==> src/rtl/program_loader_pkg.sv <==
// Shared types and constants for the boot-time program loader.
package program_loader_pkg;

    typedef enum logic [2:0] {
        S_IDLE   = 3'd0,
        S_SYNC   = 3'd1,
        S_LEN_LO = 3'd2,
        S_LEN_HI = 3'd3,
        S_DATA   = 3'd4,
        S_CHECK  = 3'd5,
        S_DONE   = 3'd6,
        S_ERROR  = 3'd7
    } state_t;

    localparam logic [7:0] DEFAULT_SYNC_BYTE = 8'hA9;
    localparam int         LEN_WIDTH         = 16;

    // States in which the loader is willing to take a byte from the stream.
    function automatic logic accepts_bytes(input state_t s);
        return s inside {S_SYNC, S_LEN_LO, S_LEN_HI, S_DATA, S_CHECK};
    endfunction

endpackage

==> src/rtl/program_loader_word_assembler.sv <==
// Shifts incoming bytes (MSB first) into a DataWidth word and flags the byte
// that completes each word.
module program_loader_word_assembler #(
    parameter int DataWidth = 16
) (
    input  logic                 clk,
    input  logic                 rst_n,
    input  logic [7:0]           data_byte,
    input  logic                 strobe,
    input  logic                 clear,
    output logic [DataWidth-1:0] word,
    output logic                 word_complete
);

    localparam int Bpw      = DataWidth / 8;
    localparam int IdxWidth = (Bpw > 1) ? $clog2(Bpw) : 1;
    localparam logic [IdxWidth-1:0] LastIdx = IdxWidth'(Bpw - 1);

    logic [IdxWidth-1:0] idx;

    assign word_complete = strobe && (idx == LastIdx);

    // NOTE: sequential state uses non-blocking assignments so every flop samples pre-edge values.
    always_ff @(posedge clk) begin
        if (!rst_n) begin
            word <= '0;
            idx  <= '0;
        end else if (clear) begin
            word <= '0;
            idx  <= '0;
        end else if (strobe) begin
            word <= (word << 8) | DataWidth'(data_byte);
            idx  <= word_complete ? '0 : idx + 1'b1;
        end
    end

endmodule

==> src/rtl/program_loader.sv <==
// Framed byte-stream loader: writes words into program memory from address 0
// and releases the CPU only after a complete, checksum-verified load.
module program_loader
    import program_loader_pkg::*;
#(
    parameter int         DataWidth = 16,
    parameter int         AddrWidth = 8,
    parameter logic [7:0] SyncByte  = DEFAULT_SYNC_BYTE
) (
    input  logic                 Clk,
    input  logic                 Reset,
    input  logic                 Start,
    input  logic [7:0]           RX_Data,
    input  logic                 RX_Valid,
    output logic                 RX_Ready,
    output logic [AddrWidth-1:0] MEM_Addr,
    output logic [DataWidth-1:0] MEM_DIn,
    output logic                 MEM_WE,
    output logic                 CPU_Reset,
    output logic                 Done,
    output logic                 Error
);

    localparam logic [LEN_WIDTH:0] MaxLen = (LEN_WIDTH + 1)'(2 ** AddrWidth);

    state_t               state, state_next;
    logic                 accept;
    logic                 start_ok;
    logic [7:0]           len_lo;
    logic [LEN_WIDTH-1:0] len;
    logic [LEN_WIDTH:0]   len_rx;
    logic [LEN_WIDTH:0]   word_cnt;
    logic [7:0]           checksum;
    logic                 asm_strobe;
    logic                 asm_clear;
    logic                 word_complete;

    assign RX_Ready   = accepts_bytes(state);
    assign accept     = RX_Valid && RX_Ready;
    assign start_ok   = Start && (state inside {S_IDLE, S_DONE, S_ERROR});
    assign len_rx     = {1'b0, RX_Data, len_lo};
    assign asm_strobe = accept && (state == S_DATA);
    assign asm_clear  = start_ok || (accept && (state == S_LEN_HI));

    program_loader_word_assembler #(
        .DataWidth(DataWidth)
    ) u_word_assembler (
        .clk          (Clk),
        .rst_n        (Reset),
        .data_byte    (RX_Data),
        .strobe       (asm_strobe),
        .clear        (asm_clear),
        .word         (MEM_DIn),
        .word_complete(word_complete)
    );

    always_ff @(posedge Clk) begin
        if (!Reset) state <= S_IDLE;
        else        state <= state_next;
    end

    // NOTE: next state is defaulted first so no path through the case leaves it unassigned (no latch).
    always_comb begin
        state_next = state;
        case (state)
            S_IDLE, S_DONE, S_ERROR: if (Start) state_next = S_SYNC;
            S_SYNC:   if (accept && (RX_Data == SyncByte)) state_next = S_LEN_LO;
            S_LEN_LO: if (accept) state_next = S_LEN_HI;
            S_LEN_HI: begin
                if (accept) begin
                    if (len_rx > MaxLen)  state_next = S_ERROR;
                    else if (len_rx == '0) state_next = S_CHECK;
                    else                   state_next = S_DATA;
                end
            end
            S_DATA: begin
                if (word_complete && (word_cnt + 1'b1 == {1'b0, len}))
                    state_next = S_CHECK;
            end
            S_CHECK: begin
                if (accept) state_next = (RX_Data == checksum) ? S_DONE : S_ERROR;
            end
            default: state_next = S_IDLE;
        endcase
    end

    always_ff @(posedge Clk) begin
        if (!Reset) begin
            len_lo    <= '0;
            len       <= '0;
            word_cnt  <= '0;
            checksum  <= '0;
            MEM_Addr  <= '0;
            MEM_WE    <= 1'b0;
            Done      <= 1'b0;
            Error     <= 1'b0;
            CPU_Reset <= 1'b0;
        end else begin
            MEM_WE    <= word_complete;
            Done      <= (state_next == S_DONE);
            Error     <= (state_next == S_ERROR);
            CPU_Reset <= (state_next == S_DONE);

            if (start_ok) checksum <= '0;

            // Step past a written word unless it was the last one of the frame.
            if (MEM_WE && (word_cnt != {1'b0, len})) MEM_Addr <= MEM_Addr + AddrWidth'(1);

            if (accept) begin
                case (state)
                    S_LEN_LO: len_lo <= RX_Data;
                    S_LEN_HI: begin
                        len <= len_rx[LEN_WIDTH-1:0];
                        if (state_next == S_DATA) begin
                            word_cnt <= '0;
                            checksum <= '0;
                            MEM_Addr <= '0;
                        end
                    end
                    S_DATA: begin
                        checksum <= checksum + RX_Data;
                        if (word_complete) word_cnt <= word_cnt + 1'b1;
                    end
                    default: ;
                endcase
            end
        end
    end

endmodule

==> config.mk <==
export PLATFORM = sky130hd
export DESIGN_NAME = program_loader
export DESIGN_NICKNAME = d
export VERILOG_FILES = /design/src/rtl/program_loader_pkg.sv /design/src/rtl/program_loader_word_assembler.sv /design/src/rtl/program_loader.sv
export SDC_FILE = /design/constraint.sdc
export NUM_CORES = 1
export LEC_CHECK = 0
export BUFFER_PORTS_ARGS = -buffer_cell sky130_fd_sc_hd__buf_4
export CAP_MARGIN = 20
export CORE_UTILIZATION = 59
export DETAILED_ROUTE_END_ITERATION = 10
export PLACE_DENSITY = 0.79
export RECOVER_POWER = 50
export SYNTH_ARGS = -nofsm -noshare
export SYNTH_HDL_FRONTEND = slang
export SYNTH_SLANG_ARGS = --single-unit
==> constraint.sdc <==
create_clock -name Clk -period 2.65 [get_ports Clk]
set_input_delay 0 -clock Clk [delete_from_list [all_inputs] [get_ports Clk]]
set_output_delay 0 -clock Clk [all_outputs]
set_load 0.01 [all_outputs]
==> summary.txt, run 1 <==
Outcome
  • Run status: finished, final reports clean

Global route
  • First-pass GRT wire length: 17910 um
  • Initial antenna violation count: 0
  • Number of global-route vias before repair: 3687
  • GRT Total Usage: 0.3024
  • Largest net degree at the start of global routing: 53
  • Grt ovf: 0

Placement
  • Inst Count DP: 658
  • GP Congestion: 1.006
  • I/O Buffers: 40
  • DP HPWL: 7609 um

Worst setup path
  • R2r setup slk: 0.13 ns
  • Worst r2r src: state[1]$_SDFF_PN0_
  • Worst path bufs/invs: 2
  • Max FO, Critical Path: 18
  • FF-to-FF End: checksum[3]$_SDFF_PN0_
  • Worst-path cell chain: inv_1 -> ha_2 -> nand3b_1 -> o21ai_0 -> a21o_1 -> o2111ai_2 -> nor4_4 -> buf_12 -> o22ai_4 -> a22o_1
  • CP required: 2.90 ns
  • Max incr delay on CP: 0.42 ns
  • Slowest stage cell, crit path: dfxtp_2
  • FF-to-FF path depth: 10
  • Critical path class: flip-flop to flip-flop
  • Data arrival time of the critical path: 2.77 ns
  • Critical Path Source Type: flip-flop
  • Worst setup EP type: flip-flop
  • Cell family with most CP delay: compound AO/OA/AOI/OAI gates

Min path
  • Hold-critical path depth: 3
  • Hold Startpoint: Reset
  • Hold Path Sink: word_cnt[15]$_SDFFE_PN0P_
  • Worst Hold Class: primary input to flip-flop

STA
  • RSZ-0062 raised after global routing: no
  • Rel. slew slack: 0.5303
  • Setup TNS: 0 ns
  • Clock Skew: 0.008421 ns
  • Setup-failing EPs final: 0
  • Tcrit/Tclk final: 0.9502
  • Slew at the pin with the worst max-slew slack: 0.7024 ns
  • Tmin final: 2.518 ns
  • Slew Limit Fails: 0
  • Final Hold Vio Count: 0
  • Fmax achieved: 397.1 MHz

Pwr
  • Logic pwr share: 0.058
  • Sequential power share: 0.522
  • Internal power: 1.748 mW
  • NetSw: 555.1 uW
  • VDD IR max: 0.0003213 V
  • Switching part of the total: 0.2410
  • Clk network pwr share: 0.420
  • Leakage power: 1.798 nW
  • PwrDens: 458.9 nW/um2

Detailed routing
  • Antenna viol nets, final: 0
  • Total iterations of the first detailed-routing run: 5
  • Post-route DRC: 0
  • Final wirelength: 11360 um
  • Initial drt markers: 401
  • Routed vias/inst: 6.025
  • Total number of vias: 4121
  • Drt wl/cell: 16.61 um

Layout
  • Nets: 603
  • Share of cells above drive strength 1: 0.09744
  • Ant diodes: 0
  • Non-filler cells, final: 684
  • Filler cells: 648
  • Area grow syn2layout: 14.76%

Yosys
  • Fraction of registers with async set/reset: 0
  • Seq cells post-synth: 80
  • Post-synthesis cell area: 4374 um2
  • Most used DFF post-synth: dfxtp_1
  • Syn Area/Cell: 8.070 um2
  • Post-synth EDFFs: 0
  • Synthesized Nets: 565
  • Post-Synthesis Cells: 542
  • Synth cell types: 53
  • Yosys warns: 0
  • Register area share after synthesis: 0.3661

Floorplan
  • Die area: 7762 um2
  • Core footprint: 7214 um2
  • Initial core utilization: 0.6063
  • Rows: 31
  • # IOs: 41
  • Die width: 88.11 um
  • Die height: 88.11 um

CTS
  • Clk root buf: clkbuf_8
  • TritonCTS Buffers: 9
  • H-tree levels: 3
  • Clock slew at reported path FFs: 0.08 ns
  • CTS tree: done
  • Clock Tree Buf Depth: 2
  • CTS sink count: 80
  • Worst skew pair latency: 0.36 ns

Flow run
  • Max Cap Viol: 0
flip-flops by register name, indices dropped and copies added, names as in the netlist:
signal and cells:
len_lo 8, u_word_assembler.word 16, checksum 8, Error 1
Done 1, len 16, word_cnt 17, u_word_assembler.idx 1
MEM_WE 1, MEM_Addr 8, state 3
cell type report:
type,instances,area (um2),area share
Multi-Input combinational cell,415,2629,0.5237
Timing Repair Buffer,65,414.1,0.08250
Inverter,9,33.78,0.006730
Clock inverter,5,63.81,0.01271
Tap cell,99,123.9,0.02468
Clock buffer,11,151.4,0.03016
Sequential cell,80,1604,0.3195
worst max-delay path by stage:
stage / from / to / slack [ns] / cells after the start
after CTS: state[1]$_SDFF_PN0_ / MEM_Addr[1]$_SDFF_PN0_ / 0.005 / 10
after global routing: len_lo[0]$_SDFFE_PN0P_ / checksum[7]$_SDFF_PN0_ / 0.04 / 8
after detailed placement: state[1]$_SDFF_PN0_ / MEM_Addr[2]$_SDFF_PN0_ / 0.05 / 10
final: state[1]$_SDFF_PN0_ / checksum[3]$_SDFF_PN0_ / 0.13 / 10
after global placement: state[2]$_SDFF_PN0_ / MEM_Addr[1]$_SDFF_PN0_ / 0.22 / 8
after floorplan: state[1]$_SDFF_PN0_ / checksum[2]$_SDFF_PN0_ / 0.40 / 9
cells by family (layout without fill, tap and decap cells):
| kind of cell | Yosys count | after routing | synth area share |
|---|---|---|---|
| multiplexers | 10 | 10 | 0.02288 |
| AND/OR/NAND/NOR | 237 | 237 | 0.2709 |
| flip-flops | 80 | 80 | 0.3661 |
| adder cells (fa/ha/maj) | 11 | 11 | 0.03318 |
| XOR/XNOR | 43 | 43 | 0.08610 |
| AO/OA/AOI/OAI | 114 | 114 | 0.1776 |
| buffers and inverters | 47 | 90 | 0.04319 |
tightest hold or removal path, cell delays in order:
cell and delay (ns):
buf_4 0.26, nand2_1 0.11, a31oi_1 0.03
power by group through the flow:
stage	logic [mW]	clock network (mW)	registers, mW
after global placement	0.116	0	1.23
after floorplan	0.0690	0	1.23
after CTS	0.130	0.978	1.20
final	0.135	0.966	1.20
after detailed placement	0.119	0	1.23
after global routing	0.144	1.04	1.20
metal layers:
metal	up-vias	global-route usage	share of wire
met2	181	0.4827	0.47
met1	1912	0.3829	0.44
met4	0	0.1364	0.023
met5	-	0	0
met3	25	0.08106	0.074
li1	2003	-	-
layout by cell type, fill, tap and decap left out, types with 10 or more instances in the layout:
cell / instances
a21boi_0: 17
a21oi_1: 20
a31oi_1: 17
and3_1: 13
buf_4: 26
clkbuf_1: 29
clkbuf_8: 11
dfxtp_1: 78
mux2i_1: 10
nand2_1: 100
nand3_1: 27
nand4_1: 11
nor2_1: 24
nor2b_1: 13
o21ai_0: 17
xnor2_1: 18
xor2_1: 25
Yosys cell counts, types with 8 or more instances:
cell type	n	share of area
a21oi_1	20	0.023
a31oi_1	17	0.024
o21ai_0	17	0.019
nand3_1	27	0.031
inv_1	9	0.0077
dfxtp_1	80	0.37
nand4_1	11	0.016
and3_1	13	0.019
ha_1	10	0.029
xnor2_1	18	0.036
nor2_1	24	0.021
a21boi_0	17	0.029
a22o_1	8	0.016
clkbuf_1	30	0.026
nor2b_1	13	0.019
o211ai_1	9	0.015
nand2_1	100	0.086
xor2_1	25	0.050
nor4_1	9	0.013
mux2i_1	10	0.023
per-stage QoR:
| stage | setup WS [ns] | hold slack (ns) | cell area [um2] | power (mW) | utilization |
|---|---|---|---|---|---|
| finish | 0.1319 | 0.1090 | 5020 | 2.304 | 0.6958 |
| detailed placement | 0.05424 | 0.2968 | 4775 | 1.350 | 0.6618 |
| global placement | 0.2153 | 0.2875 | 4775 | 1.347 | 0.6618 |
| floorplan | 0.3951 | 0.1360 | 4374 | 1.302 | - |
| global route | 0.03541 | 0.1185 | 5020 | 2.383 | 0.6958 |
| CTS | 0.005259 | 0.09633 | 5080 | 2.310 | 0.7041 |
what timing repair did:
action	in CTS	in global routing
resized for setup	0	9
endpoints found under the setup margin	0	22
hold buffers	9	0
hold endpoints to repair	23	0
buffers inserted	0	1
No activity file was read; power rests on OpenSTA's default activity.
==> run 2: changes to the inputs <==
--- a/config.mk
+++ b/config.mk
@@ -6,11 +6,11 @@
 export NUM_CORES = 1
 export LEC_CHECK = 0
 export BUFFER_PORTS_ARGS = -buffer_cell sky130_fd_sc_hd__buf_4
-export CAP_MARGIN = 20
+export CAP_MARGIN = 10
 export CORE_UTILIZATION = 59
 export DETAILED_ROUTE_END_ITERATION = 10
+export GPL_TIMING_DRIVEN = 0
 export PLACE_DENSITY = 0.79
-export RECOVER_POWER = 50
 export SYNTH_ARGS = -nofsm -noshare
 export SYNTH_HDL_FRONTEND = slang
 export SYNTH_SLANG_ARGS = --single-unit
==> run 2 against run 1 <==
  * Count of clock-buffer cells in the layout decreased by 2
  * Wire length rose by 3.6%
  * Via count rose by 3.1%
  * Critical path type unchanged
  * Critical endpoint is now Done$_SDFF_PN0_
==> summary.txt, run 2 (synthesis results as in run 1) <==
STA
  • Clock Skew: 0.01176 ns (+0.003338 ns)
  • Rel. slew slack: 0.6053 (+0.07499)
  • Final Hold Vio Count: 0 (unchanged)
  • Tmin final: 2.585 ns (+0.06645 ns)
  • Final Worst Setup Slack: 0.06541 ns (-0.06645 ns)
  • RSZ-0062 raised after global routing: yes
  • Fmax achieved: 386.9 MHz (-2.6%)
  • Setup TNS: 0 ns (unchanged)
  • Tcrit/Tclk final: 0.9753 (+0.02508)
  • Setup-failing EPs final: 0 (unchanged)
  • Slew at the pin with the worst max-slew slack: 0.5866 ns (-0.1158 ns)
  • Slew Limit Fails: 0 (unchanged)

Layout
  • Reg with most FFs: word_cnt
  • Share of cells above drive strength 1: 0.1365 (+0.03908)
  • Regs by FF count: word_cnt: 17 flops, len: 16 flops, u_word_assembler.word: 16 flops
  • Ant diodes: 0 (unchanged)
  • Design Area, Final: 5220 um2 (+4.0%)
  • Commonest non-fill, non-tap cells in the layout: 99 x nand2_1, 80 x dfxtp_1, 45 x buf_4, 27 x nand3_1, 26 x clkbuf_1
  • Commonest non-fill, non-tap cell in the layout: nand2_1
  • Utilization after layout: 0.7236 (+0.02775)
  • Nets: 626 (+3.8%)
  • Largest register FFs: 17 (unchanged)
  • Area grow syn2layout: 19.34%

Global route
  • GRT Total Usage: 0.3087 (+0.006292)
  • Largest net degree at the start of global routing: 17 (-68%)
  • Initial antenna violation count: 0 (unchanged)
  • Grt ovf: 0 (unchanged)
  • Number of global-route vias before repair: 3579 (-2.9%)
  • First-pass GRT wire length: 17930 um (+0.12%)

CTS
  • CTS sink count: 80 (unchanged)
  • TritonCTS Buffers: 9 (unchanged)
  • Clock Tree Buf Depth: 2 (unchanged)
  • H-tree levels: 3 (unchanged)
  • Clk root buf: clkbuf_8
  • CTS tree: done
  • Worst skew pair latency: 0.37 ns (about the same)
  • Clock slew at reported path FFs: 0.10 ns (+0.02 ns)

Placement
  • GP Congestion: 0.9184 (-8.7%)
  • Placed Area: 4798 um2 (+0.50%)
  • DP HPWL: 8193 um (+7.7%)
  • I/O Buffers: 40 (unchanged)
  • Placement Setup Slack: -0.2218 ns (-0.2760 ns)

Worst setup path
  • FF-to-FF End: Done$_SDFF_PN0_
  • R2r setup slk: 0.07 ns (-0.07 ns)
  • Crit path from: word_cnt[0]$_SDFFE_PN0P_
  • FF-to-FF path depth: 9 (-1)
  • Critical path class: flip-flop to flip-flop
  • Worst r2r src: word_cnt[0]$_SDFFE_PN0P_
  • Max incr delay on CP: 0.46 ns (+0.04 ns)
  • Slowest stage cell, crit path: dfxtp_1
  • Cell family with most CP delay: compound AO/OA/AOI/OAI gates
  • Max FO, Critical Path: 7 (-11)
  • Critical Path Source Type: flip-flop
  • CP required: 2.92 ns (+0.02 ns)
  • Critical Path Sink: Done$_SDFF_PN0_
  • Worst setup EP type: flip-flop
  • Data arrival time of the critical path: 2.85 ns (+0.08 ns)
  • Worst-path cell chain: ha_2 -> and3_1 -> clkbuf_1 -> nand3_1 -> o41ai_2 -> mux2i_1 -> o22ai_1 -> a31oi_2 -> nor2b_1
  • Worst path bufs/invs: 1 (-1)
  • Instance count on the critical path: 9 (-1)

Floorplan
  • Die height: 88.11 um (unchanged)
  • # IOs: 41 (unchanged)
  • Rows: 31 (unchanged)
  • Initial core utilization: 0.6063 (unchanged)
  • Die width: 88.11 um (unchanged)
  • Core footprint: 7214 um2 (unchanged)
  • Die area: 7762 um2 (unchanged)

Pwr
  • VDD IR max: 0.0002558 V (-20%)
  • Leakage power: 1.947 nW (+8.3%)
  • PwrDens: 464.4 nW/um2 (+1.2%)
  • Total power: 2.424 mW (+5.2%)

Flow run
  • Max Cap Viol: 0 (unchanged)

Detailed routing
  • Routed vias/inst: 6.008 (-0.27%)
  • Final wirelength: 11770 um (+3.6%)
  • Initial drt markers: 333 (-17%)
  • Total iterations of the first detailed-routing run: 5 (unchanged)
  • Total number of vias: 4248 (+3.1%)
  • Drt wl/cell: 16.65 um (+0.25%)
  • Post-route DRC: 0 (unchanged)
  • Antenna viol nets, final: 0 (unchanged)

Min path
  • Worst Hold Class: primary input to flip-flop

Outcome
  • Run status: finished, final reports clean
-- run 2: cell count changes in the layout (fill, tap and decap cells not counted), sizes merged --
| cell | previous run | this run |
|---|---|---|
| inv | 10 | 13 |
| buf | 27 | 49 |
| clkbuf | 40 | 39 |
| clkinv | 2 | 0 |
| bufinv | 1 | 2 |
-- run 2: final cells by class --
cell class,instances,area [um2]
clock inverter,7,107.6
multi-input combinational,415,2661
timing repair buffer,52,412.9
tap,99,123.9
inverter,9,33.78
buffer,36,155.1
clock buffer,9,123.9
fill,591,1994
sequential,80,1602
-- run 2: worst min-delay path by stage --
stage / from / to / slack, ns / cells after the start
after floorplan: RX_Data[0] / u_word_assembler.word[0]$_SDFFE_PP0P_ / 0.14 / 2
after global placement: RX_Data[4] / u_word_assembler.word[4]$_SDFFE_PP0P_ / 0.30 / 3
after detailed placement: Reset / state[2]$_SDFF_PN0_ / 0.31 / 2
after CTS: Start / state[2]$_SDFF_PN0_ / 0.17 / 4
after global routing: Start / state[2]$_SDFF_PN0_ / 0.19 / 4
final: Start / state[2]$_SDFF_PN0_ / 0.17 / 4
-- run 2: repair_timing --
item	4_1_cts	5_1_grt
endpoints found under the hold margin	24	0
pin swaps	1	0
setup buffers	3	0
gates resized for setup	2	16
endpoints found under the setup margin	35	35
hold buffers	9	0
-- run 2: report_power, final --
part	internal (mW)	switching [mW]
Clock	0.551	0.525
Sequential	1.20	0.00352
Combinational	0.0567	0.0861
-- run 2: tightest hold or removal path: stages --
cell and delay (ns):
buf_4 0.12, o22ai_1 0.11, a21o_1 0.13, and2_1 0.14
-- run 2: metal layers --
| layer | vias to the layer above | GRT usage | part of all wire |
|---|---|---|---|
| li1 | 2046 | - | - |
| met1 | 2009 | 0.4077 | 0.43 |
| met2 | 159 | 0.5067 | 0.47 |
| met3 | 34 | 0.04147 | 0.060 |
| met4 | 0 | 0.1320 | 0.034 |
| met5 | - | 0 | 0 |
-- run 2: through the flow --
stage | hold WS [ns] | cells
global placement | 0.3031 | 681
CTS | 0.1682 | 708
floorplan | 0.1360 | 542
global route | 0.1867 | 707
detailed placement | 0.3058 | 681
finish | 0.1698 | 707
==> run 3: changes to the inputs <==
--- a/config.mk
+++ b/config.mk
@@ -7,6 +7,7 @@
 export LEC_CHECK = 0
 export BUFFER_PORTS_ARGS = -buffer_cell sky130_fd_sc_hd__buf_4
 export CAP_MARGIN = 10
+export CORE_ASPECT_RATIO = 0.6
 export CORE_UTILIZATION = 59
 export DETAILED_ROUTE_END_ITERATION = 10
 export GPL_TIMING_DRIVEN = 0
==> run 3 against run 2 <==
  * Clock skew fell by 0.0066 ns
  * Wire length rose by 10%
  * Register-to-register slack got worse by 0.06 ns
  * Power rose by 3.8%
  * Final cell count fell by 1.8%
  * Critical endpoint unchanged
  * Largest power group unchanged
==> summary.txt, run 3 (synthesis results as in run 1) <==
Outcome
  • Run status: finished, final reports clean

Floorplan
  • Rows: 23 (-26%)
  • Die area: 7774 um2 (+0.14%)
  • Core footprint: 6907 um2 (-4.3%)
  • Die height: 68.70 um (-22%)
  • Initial core utilization: 0.6333 (+0.02702)
  • # IOs: 41 (unchanged)
  • Die width: 113.2 um (+28%)

Placement
  • I/O Buffers: 40 (unchanged)
  • Placement Setup Slack: -0.2628 ns (-0.04103 ns)
  • DP HPWL: 9231 um (+13%)
  • GP Congestion: 0.9737 (+6.0%)
  • Placed Area: 4783 um2 (-0.31%)

Layout
  • Nets: 625 (-0.16%)
  • Share of cells above drive strength 1: 0.1433 (+0.006815)
  • Area grow syn2layout: 20.02%
  • Commonest non-fill, non-tap cell in the layout: nand2_1
  • Reg with most FFs: word_cnt
  • Ant diodes: 0 (unchanged)
  • Design Area, Final: 5250 um2 (+0.58%)
  • Commonest non-fill, non-tap cells in the layout: 99 x nand2_1, 80 x dfxtp_1, 46 x buf_4, 26 x nand3_1, 25 x xor2_1
  • Regs by FF count: word_cnt: 17 flops, len: 16 flops, u_word_assembler.word: 16 flops
  • Largest register FFs: 17 (unchanged)

Detailed routing
  • Drt wl/cell: 18.68 um (+12%)
  • Total iterations of the first detailed-routing run: 5 (unchanged)
  • Final wirelength: 12970 um (+10%)
  • Post-route DRC: 0 (unchanged)
  • Total number of vias: 4355 (+2.5%)
  • Routed vias/inst: 6.275 (+4.4%)
  • Antenna viol nets, final: 0 (unchanged)
  • Initial drt markers: 486 (+46%)

Worst setup path
  • Critical Path Source Type: flip-flop
  • Worst setup EP type: flip-flop
  • Crit path from: state[2]$_SDFF_PN0_
  • Data arrival time of the critical path: 2.89 ns (+0.04 ns)
  • Max FO, Critical Path: 10 (+3)
  • CP required: 2.89 ns (-0.03 ns)
  • Critical path class: flip-flop to flip-flop
  • Worst r2r src: state[2]$_SDFF_PN0_

Min path
  • Worst Hold Class: primary input to flip-flop
  • Hold Startpoint: Start

Pwr
  • Total power: 2.517 mW (+3.8%)
  • VDD IR max: 0.0004151 V (+62%)
  • Leakage power: 1.967 nW (+1.0%)
  • PwrDens: 479.4 nW/um2 (+3.2%)

STA
  • Final Worst Setup Slack: 0.005644 ns (-0.05977 ns)
  • Tcrit/Tclk final: 0.9979 (+0.02255)
  • Setup-failing EPs final: 0 (unchanged)
  • Tmin final: 2.644 ns (+0.05977 ns)
  • Slew at the pin with the worst max-slew slack: 0.6650 ns (+0.07836 ns)
  • Rel. slew slack: 0.5567 (-0.04863)
  • Final Hold Vio Count: 0 (unchanged)
  • Slew Limit Fails: 0 (unchanged)
  • Clock Skew: 0.005155 ns (-0.006604 ns)
  • Fmax achieved: 378.2 MHz (-2.3%)

Global route
  • Largest net degree at the start of global routing: 14 (-3)
  • Initial antenna violation count: 0 (unchanged)
  • First-pass GRT wire length: 19810 um (+11%)
  • Number of global-route vias before repair: 3810 (+6.5%)
  • GRT Total Usage: 0.3420 (+0.03337)
  • Grt ovf: 0 (unchanged)

Flow run
  • Max Cap Viol: 0 (unchanged)

CTS
  • Clk root buf: clkbuf_16
  • H-tree levels: 3 (unchanged)
  • TritonCTS Buffers: 9 (unchanged)
  • Clock slew at reported path FFs: 0.06 ns (-0.04 ns)
  • Clock Tree Buf Depth: 2 (unchanged)
  • CTS tree: done
  • CTS sink count: 80 (unchanged)
  • Worst skew pair latency: 0.35 ns (-0.02 ns)
run 3: layout make-up:
type / instances / area, um2
fillers: 505 / 1657
inverters: 9 / 33.78
multi-input cells: 415 / 2668
plain buffers: 34 / 143.9
flip-flops and latches: 80 / 1602
clock inverters: 6 / 35.03
repair buffers: 53 / 420.4
well taps: 87 / 108.9
clock buffers: 10 / 239.0
run 3: final timing paths:
kind                                                               end  slack (ns)  cells after the start
worst max-delay path                                   Done$_SDFF_PN0_       0.006                      9
worst min-delay path                               state[2]$_SDFF_PN0_        0.23                      4
worst max register to register                         Done$_SDFF_PN0_       0.006                      9
worst min register to register  u_word_assembler.word[14]$_SDFFE_PP0P_        0.45                      2
run 3: routing by layer:
layer / track usage / wire length [um] / vias up
li1: - / - / 2046
met1: 0.4819 / 5953 / 2058
met2: 0.5015 / 5310 / 228
met3: 0.1136 / 1541 / 23
met4: 0.08717 / 162 / 0
met5: 0 / 0 / -
run 3: through the flow:
| step | hold slack (ns) | util | instances | TNS (ns) |
|---|---|---|---|---|
| after global routing | 0.2294 | 0.7601 | 694 | -0.2227 |
| after global placement | 0.3021 | 0.6926 | 669 | -3.663 |
| final | 0.2258 | 0.7601 | 694 | 0 |
| after CTS | 0.2027 | 0.7525 | 697 | 0 |
| after floorplan | 0.1360 | - | 542 | 0 |
| after detailed placement | 0.3070 | 0.6926 | 669 | -6.943 |
run 3: where the power goes:
part	switching, mW	total [mW]	leakage (nW)	internal (mW)
Combinational	0.0884	0.144	1.19	0.0554
Clock	0.512	1.17	0.134	0.653
Sequential	0.00384	1.21	0.644	1.20
Total	0.605	2.52	1.97	1.91
run 3: critical path, cell delays in order (launching register included):
cell	delay, ns
dfxtp_1	0.41
buf_2	0.25
nor4bb_1	0.29
clkbuf_4	0.29
nand2_2	0.21
nor4_4	0.37
nand3_1	0.13
nor4_2	0.20
a31oi_2	0.21
nor2b_1	0.18
run 3: timing repair:
action | 4_1_cts | 5_1_grt
hold buffers | 9 | 0
resized for setup | 5 | 16
hold endpoints to repair | 17 | 0
pin swaps | 1 | 0
buffers inserted | 4 | 0
cloned | 0 | 0
endpoints found under the setup margin | 36 | 34
